<file path="config.mk">
export PLATFORM = sky130hd
export DESIGN_NAME = svm_window_classifier
export DESIGN_NICKNAME = d
export VERILOG_FILES = /design/src/rtl/svm_window_classifier.sv
export SDC_FILE = /design/constraint.sdc
export NUM_CORES = 1
export LEC_CHECK = 0
export BUFFER_PORTS_ARGS = -buffer_cell sky130_fd_sc_hd__buf_2
export CAP_MARGIN = 20
export CORE_MARGIN = 2
export CORE_UTILIZATION = 24
export CTS_CLUSTER_DIAMETER = 200
export DETAILED_ROUTE_END_ITERATION = 10
export PLACE_DENSITY_LB_ADDON = 0.08
export RECOVER_POWER = 50
export SKIP_LAST_GASP = 1
export SLEW_MARGIN = 25
export SYNTH_ARGS = -nofsm -noshare
export SYNTH_HDL_FRONTEND = slang
export SYNTH_SLANG_ARGS = --single-unit
</file>
<file path="constraint.sdc">
create_clock -name clk -period 3.46 [get_ports clk]
set_input_delay 0.173 -clock clk [delete_from_list [all_inputs] [get_ports clk]]
set_output_delay 0.173 -clock clk [all_outputs]
set_load 0.03 [all_outputs]
</file>
<file path="src/rtl/svm_window_classifier.sv">
// svm_window_classifier: final SVM decision stage.
// Adds the trained bias to each completed window score (saturating), compares
// the result to a threshold, tags it with the window coordinates and queues it
// behind a valid/ready output. Total queue capacity is FIFO_DEPTH entries,
// counting the registered head.
module svm_window_classifier #(
  parameter int FEA_I      = 4,
  parameter int FEA_F      = 8,
  parameter int WIN_COLS   = 9,
  parameter int WIN_ROWS   = 13,
  parameter int FIFO_DEPTH = 4,
  localparam int FEA_W = FEA_I + FEA_F,
  localparam int X_W   = (WIN_COLS > 2) ? $clog2(WIN_COLS) : 1,
  localparam int Y_W   = (WIN_ROWS > 2) ? $clog2(WIN_ROWS) : 1
) (
  input  logic             clk,
  input  logic             rst,
  input  logic             frame_start,
  input  logic             i_valid,
  input  logic [FEA_W-1:0] i_score,
  input  logic [FEA_W-1:0] bias,
  input  logic [FEA_W-1:0] threshold,
  output logic             o_valid,
  input  logic             o_ready,
  output logic             o_det,
  output logic [FEA_W-1:0] o_score,
  output logic [X_W-1:0]   o_win_x,
  output logic [Y_W-1:0]   o_win_y,
  output logic             o_frame_last,
  output logic             overflow
);

  localparam int PTR_W = $clog2(FIFO_DEPTH);
  localparam int CNT_W = PTR_W + 1;
  localparam int ENT_W = FEA_W + X_W + Y_W + 2;

  // Window counters and the tag applied to the current sample
  logic [X_W-1:0] cur_x, tag_x, nxt_x;
  logic [Y_W-1:0] cur_y, tag_y, nxt_y;
  logic           tag_last;

  // Tag is (0,0) when frame_start coincides with a sample; next position follows the raster
  always_comb begin
    tag_x    = frame_start ? '0 : cur_x;
    tag_y    = frame_start ? '0 : cur_y;
    tag_last = (tag_x == X_W'(WIN_COLS - 1)) && (tag_y == Y_W'(WIN_ROWS - 1));
    nxt_x    = tag_x + 1'b1;
    nxt_y    = tag_y;
    if (tag_x == X_W'(WIN_COLS - 1)) begin
      nxt_x = '0;
      nxt_y = tag_last ? '0 : tag_y + 1'b1;
    end
  end

  // Counter register: advance per sample, restart on frame_start
  always_ff @(posedge clk or posedge rst) begin
    if (rst) begin
      cur_x <= '0;
      cur_y <= '0;
    end else if (i_valid) begin
      cur_x <= nxt_x;
      cur_y <= nxt_y;
    end else if (frame_start) begin
      cur_x <= '0;
      cur_y <= '0;
    end
  end

  // Bias add at one extra bit, then clamp back into the signed FEA_W range
  logic [FEA_W:0]   sum_wide;
  logic [FEA_W-1:0] sum_sat;
  assign sum_wide = {i_score[FEA_W-1], i_score} + {bias[FEA_W-1], bias};

  // Saturate when the two top bits disagree (signed overflow)
  always_comb begin
    sum_sat = sum_wide[FEA_W-1:0];
    if (sum_wide[FEA_W] != sum_wide[FEA_W-1])
      sum_sat = sum_wide[FEA_W] ? {1'b1, {(FEA_W-1){1'b0}}} : {1'b0, {(FEA_W-1){1'b1}}};
  end

  // Stage 1 register: saturated sum plus its window tag
  logic             s1_valid, s1_last;
  logic [FEA_W-1:0] s1_sum;
  logic [X_W-1:0]   s1_x;
  logic [Y_W-1:0]   s1_y;

  // Capture stage-1 data on every accepted sample
  always_ff @(posedge clk or posedge rst) begin
    if (rst) begin
      s1_valid <= 1'b0;
      s1_sum   <= '0;
      s1_x     <= '0;
      s1_y     <= '0;
      s1_last  <= 1'b0;
    end else begin
      s1_valid <= i_valid;
      if (i_valid) begin
        s1_sum  <= sum_sat;
        s1_x    <= tag_x;
        s1_y    <= tag_y;
        s1_last <= tag_last;
      end
    end
  end

  // Stage 2: decision and FIFO write entry
  logic             s1_det;
  logic [ENT_W-1:0] s1_entry;
  assign s1_det   = $signed(s1_sum) >= $signed(threshold);
  assign s1_entry = {s1_det, s1_sum, s1_x, s1_y, s1_last};

  // FIFO: storage array with a registered read into the output head
  logic [ENT_W-1:0] mem [FIFO_DEPTH];
  logic [PTR_W:0]   wr_ptr, rd_ptr;
  logic [CNT_W-1:0] count;
  logic             pop, full, push, drop, mem_empty, load;
  logic [ENT_W-1:0] head;

  assign pop       = o_valid & o_ready;
  assign full      = (count == CNT_W'(FIFO_DEPTH));
  assign push      = s1_valid & (~full | pop);
  assign drop      = s1_valid & full & ~pop;
  assign mem_empty = (wr_ptr == rd_ptr);
  assign load      = ~mem_empty & (~o_valid | pop);
  assign head      = mem[rd_ptr[PTR_W-1:0]];

  // Storage write; when storage is full no push can occur, so read/write never collide
  always_ff @(posedge clk) begin
    if (push)
      mem[wr_ptr[PTR_W-1:0]] <= s1_entry;
  end

  // Pointer, occupancy, output head and sticky overflow management
  always_ff @(posedge clk or posedge rst) begin
    if (rst) begin
      wr_ptr       <= '0;
      rd_ptr       <= '0;
      count        <= '0;
      overflow     <= 1'b0;
      o_valid      <= 1'b0;
      o_det        <= 1'b0;
      o_score      <= '0;
      o_win_x      <= '0;
      o_win_y      <= '0;
      o_frame_last <= 1'b0;
    end else begin
      if (push)
        wr_ptr <= wr_ptr + 1'b1;
      if (load) begin
        rd_ptr       <= rd_ptr + 1'b1;
        o_valid      <= 1'b1;
        o_det        <= head[ENT_W-1];
        o_score      <= head[ENT_W-2 -: FEA_W];
        o_win_x      <= head[X_W+Y_W : Y_W+1];
        o_win_y      <= head[Y_W:1];
        o_frame_last <= head[0];
      end else if (pop) begin
        o_valid <= 1'b0;
      end
      count <= count + CNT_W'(push) - CNT_W'(pop);
      if (drop)
        overflow <= 1'b1;
      else if (frame_start)
        overflow <= 1'b0;
    end
  end

endmodule

</file>
==> impl_metrics.csv, run 1 <==
group,metric,value,unit
hold_path,hold_path_class,"input pin to flip-flop",
floorplanning,die_area,29610,um^2
place,dpl.cell_count,895,
clock_tree,clockBufferDepth,2,
route,drc_errors,0,
outcome,outcome,"complete, no violations",
timing,finalSetupTns,0,ns
floorplanning,chipWidth,172.1,um
cells_and_area,drive_gt1_share,25.23,%
timing,fin_crit,2.459,ns
logic_synthesis,synth_edf_count,88,
route,drtPass1Iterations,4,
timing,rsz0062_at_grt,"false",
global_routing,grt_start_max_net_pins,45,
global_routing,grt_pass1_vias,4081,
clock_tree,path_clk_slew,0.06,ns
clock_tree,root_buffer,"clkbuf_16",
worst_setup_path,startpoint,"o_ready",
power_and_ir_drop,p_leak,3.251,nW
power_and_ir_drop,ir_drop,365.1,uV
floorplanning,ios,65,
route,wl_per_cell,16.73,um
global_routing,grt_remaining_overflow,0,
logic_synthesis,synth_top_family_by_area,"multiplexers",
cells_and_area,final_cells,929,
logic_synthesis,syn_nets,535,
clock_tree,clock-sinks,151,
logic_synthesis,synthDistinctLibCells,49,
worst_setup_path,r2r_slack,1.01,ns
clock_tree,postCtsSetupBuffers,0,
logic_synthesis,synthFlopType,"edfxtp_1",
floorplanning,die_h,172.1,um
cells_and_area,diodes,0,
route,drt_iter0_markers,172,
logic_synthesis,synth_cells,457,
timing,fin_worst_skew,0.01008,ns
logic_synthesis,postSynthAreaPerCell,14.83,um^2
clock_tree,htreeDepth,4,
worst_setup_path,r2r_start,"o_valid$_DFFE_PP0P_",
worst_setup_path,end_kind,"flip-flop",
clock_tree,cts_tree,"yes",
route,ant_nets,0,
floorplanning,fp-row-count,61,
worst_setup_path,start_kind,"input pin",
global_routing,antenna_found_initial,0,
timing,slew_headroom,11.77,%
logic_synthesis,yosys_warnings,0,
worst_setup_path,crit_type,"input pin to flip-flop",
worst_setup_path,critPathMaxFanout,5,
power_and_ir_drop,pwr_density_cell,811.3,nW/um^2
route,num_vias,3877,
timing,setup_viol,0,
global_routing,globalRouteTotalUtil,11.20,%
logic_synthesis,syn-cell-area,6779,um^2
clock_tree,cts_buffers,17,
cells_and_area,finalCoreUtilization,29.52,%
logic_synthesis,synth_adder_area_share,7.346,%
floorplanning,initial_core_util,24.40,%
floorplanning,core,27780,um^2
timing,hold_viol_final,0,
logic_synthesis,synthXorXnorAreaFrac,2.455,%
worst_setup_path,reg2reg_to,"count[2]$_DFF_PP0_",
place,dp_hpwl,10.35,mm
logic_synthesis,synthMuxAreaShare,12.50,%
logic_synthesis,synthArstFlopShare,41.72,%
route,drt-vias-per-instance,4.173,
timing,fmax,406.7,MHz
cells_and_area,nets,616,
global_routing,grt_pass1_wl,24.25,mm
worst_setup_path,critPathCapture,"count[2]$_DFF_PP0_",
place,gp_congestion,0.7213,
logic_synthesis,seq_area_frac_synth,62.24,%
worst_setup_path,ff2ff_path_depth,12,
logic_synthesis,yosys.area_share.simple,5.703,%
logic_synthesis,synth_seq_cells,151,
cells_and_area,areaGrowthSynthToFinish,20.99,%
timing,slew_violations,0,
clock_tree,clock_latency,0.42,ns
worst_setup_path,crit_arrival,2.79,ns
timing,final.period_utilization,71.07,%
timing,worst_slew_pin_slew,1.323,ns
place,io_buffers,64,
job,drv_cap,0,
logic_synthesis,synth_compound_area_share,6.940,%
route,finalWirelength,15.54,mm
worst_setup_path,cp.required,3.79,ns
critical path, cell delays in order:
cell and delay [ns]:
dlygate4sd3_1 0.52, buf_2 0.11, inv_1 0.05, nor2_1 0.16, nor3_1 0.09, nand2_1 0.13
and2_0 0.26, inv_1 0.07, ha_1 0.28, inv_1 0.04, ha_1 0.18, fa_1 0.38
xnor2_1 0.19, xnor2_1 0.15
power breakdown:
part	internal (mW)	switching, mW
Combinational	0.852	1.19
Clock	1.21	0.725
Sequential	2.45	0.227
Total	4.51	2.15
through the flow:
step	instance area [um^2]	setup slack, ns	hold WS, ns	power, mW
after floorplan	6779	1.125	0.2044	4.159
after global placement	7585	0.9747	0.2324	4.809
after detailed placement	7585	0.9303	0.2334	4.874
after CTS	8235	1.027	0.07263	6.834
after global routing	8202	0.7557	0.09752	7.083
final	8202	1.001	0.09569	6.654
cells in the mapped netlist, types with 2 or more instances:
cell / n / area share (%)
a211oi_1: 3 / 0.33
a21o_1: 7 / 0.78
a21oi_1: 17 / 1.3
a22o_1: 2 / 0.26
and3_1: 4 / 0.37
buf_2: 6 / 0.44
clkbuf_1: 5 / 0.28
dfrtp_1: 63 / 23
edfxtp_1: 88 / 39
fa_1: 2 / 0.59
ha_1: 35 / 6.5
inv_1: 37 / 2.0
maj3_1: 2 / 0.30
mux2_2: 29 / 4.8
mux4_2: 22 / 7.3
nand2_1: 20 / 1.1
nand2_2: 2 / 0.18
nand2b_1: 7 / 0.65
nand3_1: 6 / 0.44
nand3b_1: 2 / 0.22
nor2_1: 17 / 0.94
nor2b_1: 7 / 0.65
nor3_1: 3 / 0.22
o211ai_1: 2 / 0.22
o21a_1: 2 / 0.22
o21ai_0: 17 / 1.3
o21ai_1: 4 / 0.30
o2bb2ai_1: 7 / 0.90
or3_1: 2 / 0.18
xnor2_1: 13 / 1.7
xor2_1: 6 / 0.78
worst min-delay path by stage:
| stage | startpoint | to | cells past startpoint |
|---|---|---|---|
| 5_1_grt | frame_start | cur_y[3]$_DFF_PP0_ | 2 |
| 6_report | frame_start | cur_y[3]$_DFF_PP0_ | 2 |
| 2_1_floorplan | i_valid | s1_valid$_DFF_PP0_ | 0 |
| 3_5_place_dp | rst | o_score[1]$_DFFE_PP0P_ | 2 |
| 4_1_cts | frame_start | cur_y[3]$_DFF_PP0_ | 2 |
| 3_3_place_gp | rst | o_score[1]$_DFFE_PP0P_ | 2 |
cell usage in the layout, fill, tap and decap left out, types with 13 or more instances in the layout:
master     instances
dfrtp_1           63
ha_1              35
clkbuf_16         20
a21oi_1           16
edfxtp_1          88
mux2_2            29
inv_1             37
mux4_2            22
xnor2_1           13
buf_2             39
clkbuf_1          26
o21ai_0           17
nand2_1           20
nor2_1            17
cell type report:
type / instances / area (um^2)
inverters: 37 / 138.9
flip-flops and latches: 151 / 4219
multi-input cells: 257 / 2374
well taps: 378 / 473.0
repair buffers: 74 / 366.6
clock buffers: 22 / 518.0
fillers: 2863 / 19580
clock inverters: 10 / 112.6
repair_timing:
action | 4_1_cts | 5_1_grt
resized for setup | 0 | 0
endpoints found under the hold margin | 20 | 0
hold buffers | 2 | 0
flip-flops by register name, summed over array words and instances (netlist names), 3 cells and up:
name	cells
s1_y	4
rd_ptr	3
s1_sum	12
s1_x	4
o_score	12
count	3
mem	88
cur_x	4
o_win_x	4
wr_ptr	3
o_win_y	4
cur_y	4
routing by layer:
layer	up-vias	wire length [um]	GRT usage (%)
li1	1860	-	-
met1	1941	7488	15.13
met2	65	7336	17.97
met3	11	527	2.518
met4	0	188	3.398
met5	-	0	0
cell families after synthesis:
group                      Yosys count
adders and majority gates           39
xor gates and xnor gates            19
muxes                               53
DFF                                151
and+or+nand+nor                     74
buffers and inverters               49
AOI/OAI and AO/OA                   72
(Power assumes the default switching activity.)
==> run 2: changes to the inputs <==
==> constraint.sdc (replaced) <==
create_clock -name clk -period 2.5 [get_ports clk]
set_input_delay 0.125 -clock clk [delete_from_list [all_inputs] [get_ports clk]]
set_output_delay 0.125 -clock clk [all_outputs]
set_load 0.03 [all_outputs]
==> run 2 against run 1 <==
- global-route usage decreased by 0.54 points
- final cell count up 0.75%
- critical path depth decreased by 2
- largest power group unchanged
- hold slack worse by 0.053 ns
- power grew 34%
- cell area is 0.14% lower
- die area unchanged
==> impl_metrics.csv, run 2 (same netlist as run 1, synthesis figures left out) <==
group,metric,value,unit
outcome,outcome,"complete, no violations",
cells_and_area,nets,623,
cells_and_area,design_area,8190,um^2
clock_tree,clock-sinks,151,
cells_and_area,largest_reg_flops,88,
power_and_ir_drop,pwr-share-seq,41.4,%
worst_setup_path,end_kind,"flip-flop",
power_and_ir_drop,pwr_density_cell,1092,nW/um^2
timing,fin_ws,0.2091,ns
timing,fmax,436.5,MHz
power_and_ir_drop,ir_drop,467.3,uV
cells_and_area,finalCoreUtilization,29.48,%
timing,slew_violations,0,
clock_tree,clockBufferDepth,2,
worst_setup_path,crit_arrival,2.63,ns
cells_and_area,layout_commonest_cell,"edfxtp_1",
hold_path,hold_path_class,"input pin to flip-flop",
timing,worst_slew_pin_slew,1.223,ns
route,drt-vias-per-instance,4.095,
global_routing,grt_start_max_net_pins,30,
floorplanning,core,27780,um^2
place,io_buffers,64,
place,dp_hpwl,10.12,mm
timing,rsz0062_at_grt,"false",
route,wl_per_cell,15.63,um
clock_tree,path_clk_slew,0.06,ns
clock_tree,postCtsSetupBuffers,0,
clock_tree,htreeDepth,4,
place,gp_congestion,0.7150,
timing,final.period_utilization,91.64,%
power_and_ir_drop,p_int,6.066,mW
timing,finalSetupTns,0,ns
clock_tree,cts_buffers,17,
place,dp_slack,0.1673,ns
timing,holdWs,0.04309,ns
clock_tree,clock_latency,0.41,ns
route,finalWirelength,14.63,mm
power_and_ir_drop,clkPwrFrac,27.5,%
global_routing,grt_pass1_wl,23.05,mm
worst_setup_path,start_kind,"flip-flop",
floorplanning,initial_core_util,24.40,%
worst_setup_path,critPathMaxFanout,5,
job,drv_cap,0,
global_routing,grt_pass1_vias,4103,
cells_and_area,drive_gt1_share,24.73,%
global_routing,globalRouteTotalUtil,10.66,%
place,dpl.cell_count,901,
timing,setup_viol,0,
clock_tree,cts_tree,"yes",
route,ant_nets,0,
power_and_ir_drop,power.switching,2.877,mW
floorplanning,fp-row-count,61,
hold_path,worstHoldPathCells,2,
route,drc_errors,0,
power_and_ir_drop,power_switching_share,32.17,%
place,placed_cell_area,7641,um^2
floorplanning,die_h,172.1,um
cells_and_area,final_cells,936,
floorplanning,chipWidth,172.1,um
power_and_ir_drop,p_leak,3.245,nW
worst_setup_path,cp.required,2.84,ns
power_and_ir_drop,fin_total_pwr,8.944,mW
route,num_vias,3833,
floorplanning,ios,65,
timing,fin_crit,2.291,ns
timing,fin_worst_skew,0.007290,ns
cells_and_area,areaGrowthSynthToFinish,20.82,%
global_routing,grt_remaining_overflow,0,
timing,slew_headroom,18.34,%
route,drt_iter0_markers,172,
worst_setup_path,crit_type,"flip-flop to flip-flop",
cells_and_area,diodes,0,
worst_setup_path,ff2ff_path_depth,12,
global_routing,antenna_found_initial,0,
clock_tree,root_buffer,"clkbuf_16",
power_and_ir_drop,combPwrFrac,31.1,%
floorplanning,die_area,29610,um^2
cells_and_area,final_cell_mix,"88 x edfxtp_1, 63 x dfrtp_1, 39 x buf_2",
timing,hold_viol_final,0,
route,drtPass1Iterations,4,
==> run 2: what timing repair did <==
| action | CTS | global route |
|---|---|---|
| setup endpoints to repair | 0 | 1 |
| gates resized for setup | 0 | 1 |
| hold endpoints to repair | 29 | 0 |
| hold buffers | 3 | 0 |
==> run 2: final cells by class <==
| type | count | area (um^2) |
|---|---|---|
| clock buffers | 22 | 454.2 |
| clock inverters | 10 | 106.4 |
| fillers | 2851 | 19590 |
| inverters | 37 | 138.9 |
| multi-input cells | 257 | 2375 |
| flip-flops and latches | 151 | 4219 |
| well taps | 378 | 473.0 |
| repair buffers | 81 | 424.2 |
==> run 2: final timing paths <==
path / from / end / slack [ns]
max in group asynchronous: rst / s1_sum[0]$_DFFE_PP0P_ / 0.71
hold reg to reg: rd_ptr[2]$_DFFE_PP0P_ / rd_ptr[2]$_DFFE_PP0P_ / 0.49
setup reg to reg: o_valid$_DFFE_PP0P_ / count[2]$_DFF_PP0_ / 0.21
hold / removal: frame_start / cur_y[3]$_DFF_PP0_ / 0.04
setup / recovery: o_valid$_DFFE_PP0P_ / count[2]$_DFF_PP0_ / 0.21
min in group asynchronous: rst / o_score[0]$_DFFE_PP0P_ / 0.59
==> run 2: worst max-delay path, cell delays in order, from the launching register on <==
cell,delay (ns)
dfrtp_1,0.39
inv_1,0.07
nor2_1,0.14
nor3_1,0.08
nand2_1,0.13
and2_4,0.18
inv_1,0.04
ha_1,0.26
inv_1,0.04
ha_1,0.19
fa_1,0.37
xnor2_1,0.19
xnor2_1,0.13
==> run 2: power groups by stage <==
stage | registers, mW | clock network, mW | logic (mW)
6_report | 3.70 | 2.46 | 2.78
5_1_grt | 3.79 | 2.63 | 3.08
4_1_cts | 3.72 | 2.54 | 2.94
3_5_place_dp | 3.76 | 0 | 2.93
3_3_place_gp | 3.74 | 0 | 2.91
2_1_floorplan | 4.05 | 0 | 1.71
==> run 2: metal layers <==
layer,GRT usage [%],wire [um]
met5,0,0
met3,2.541,549
met2,17.46,6942
met1,13.85,6930
met4,3.617,205
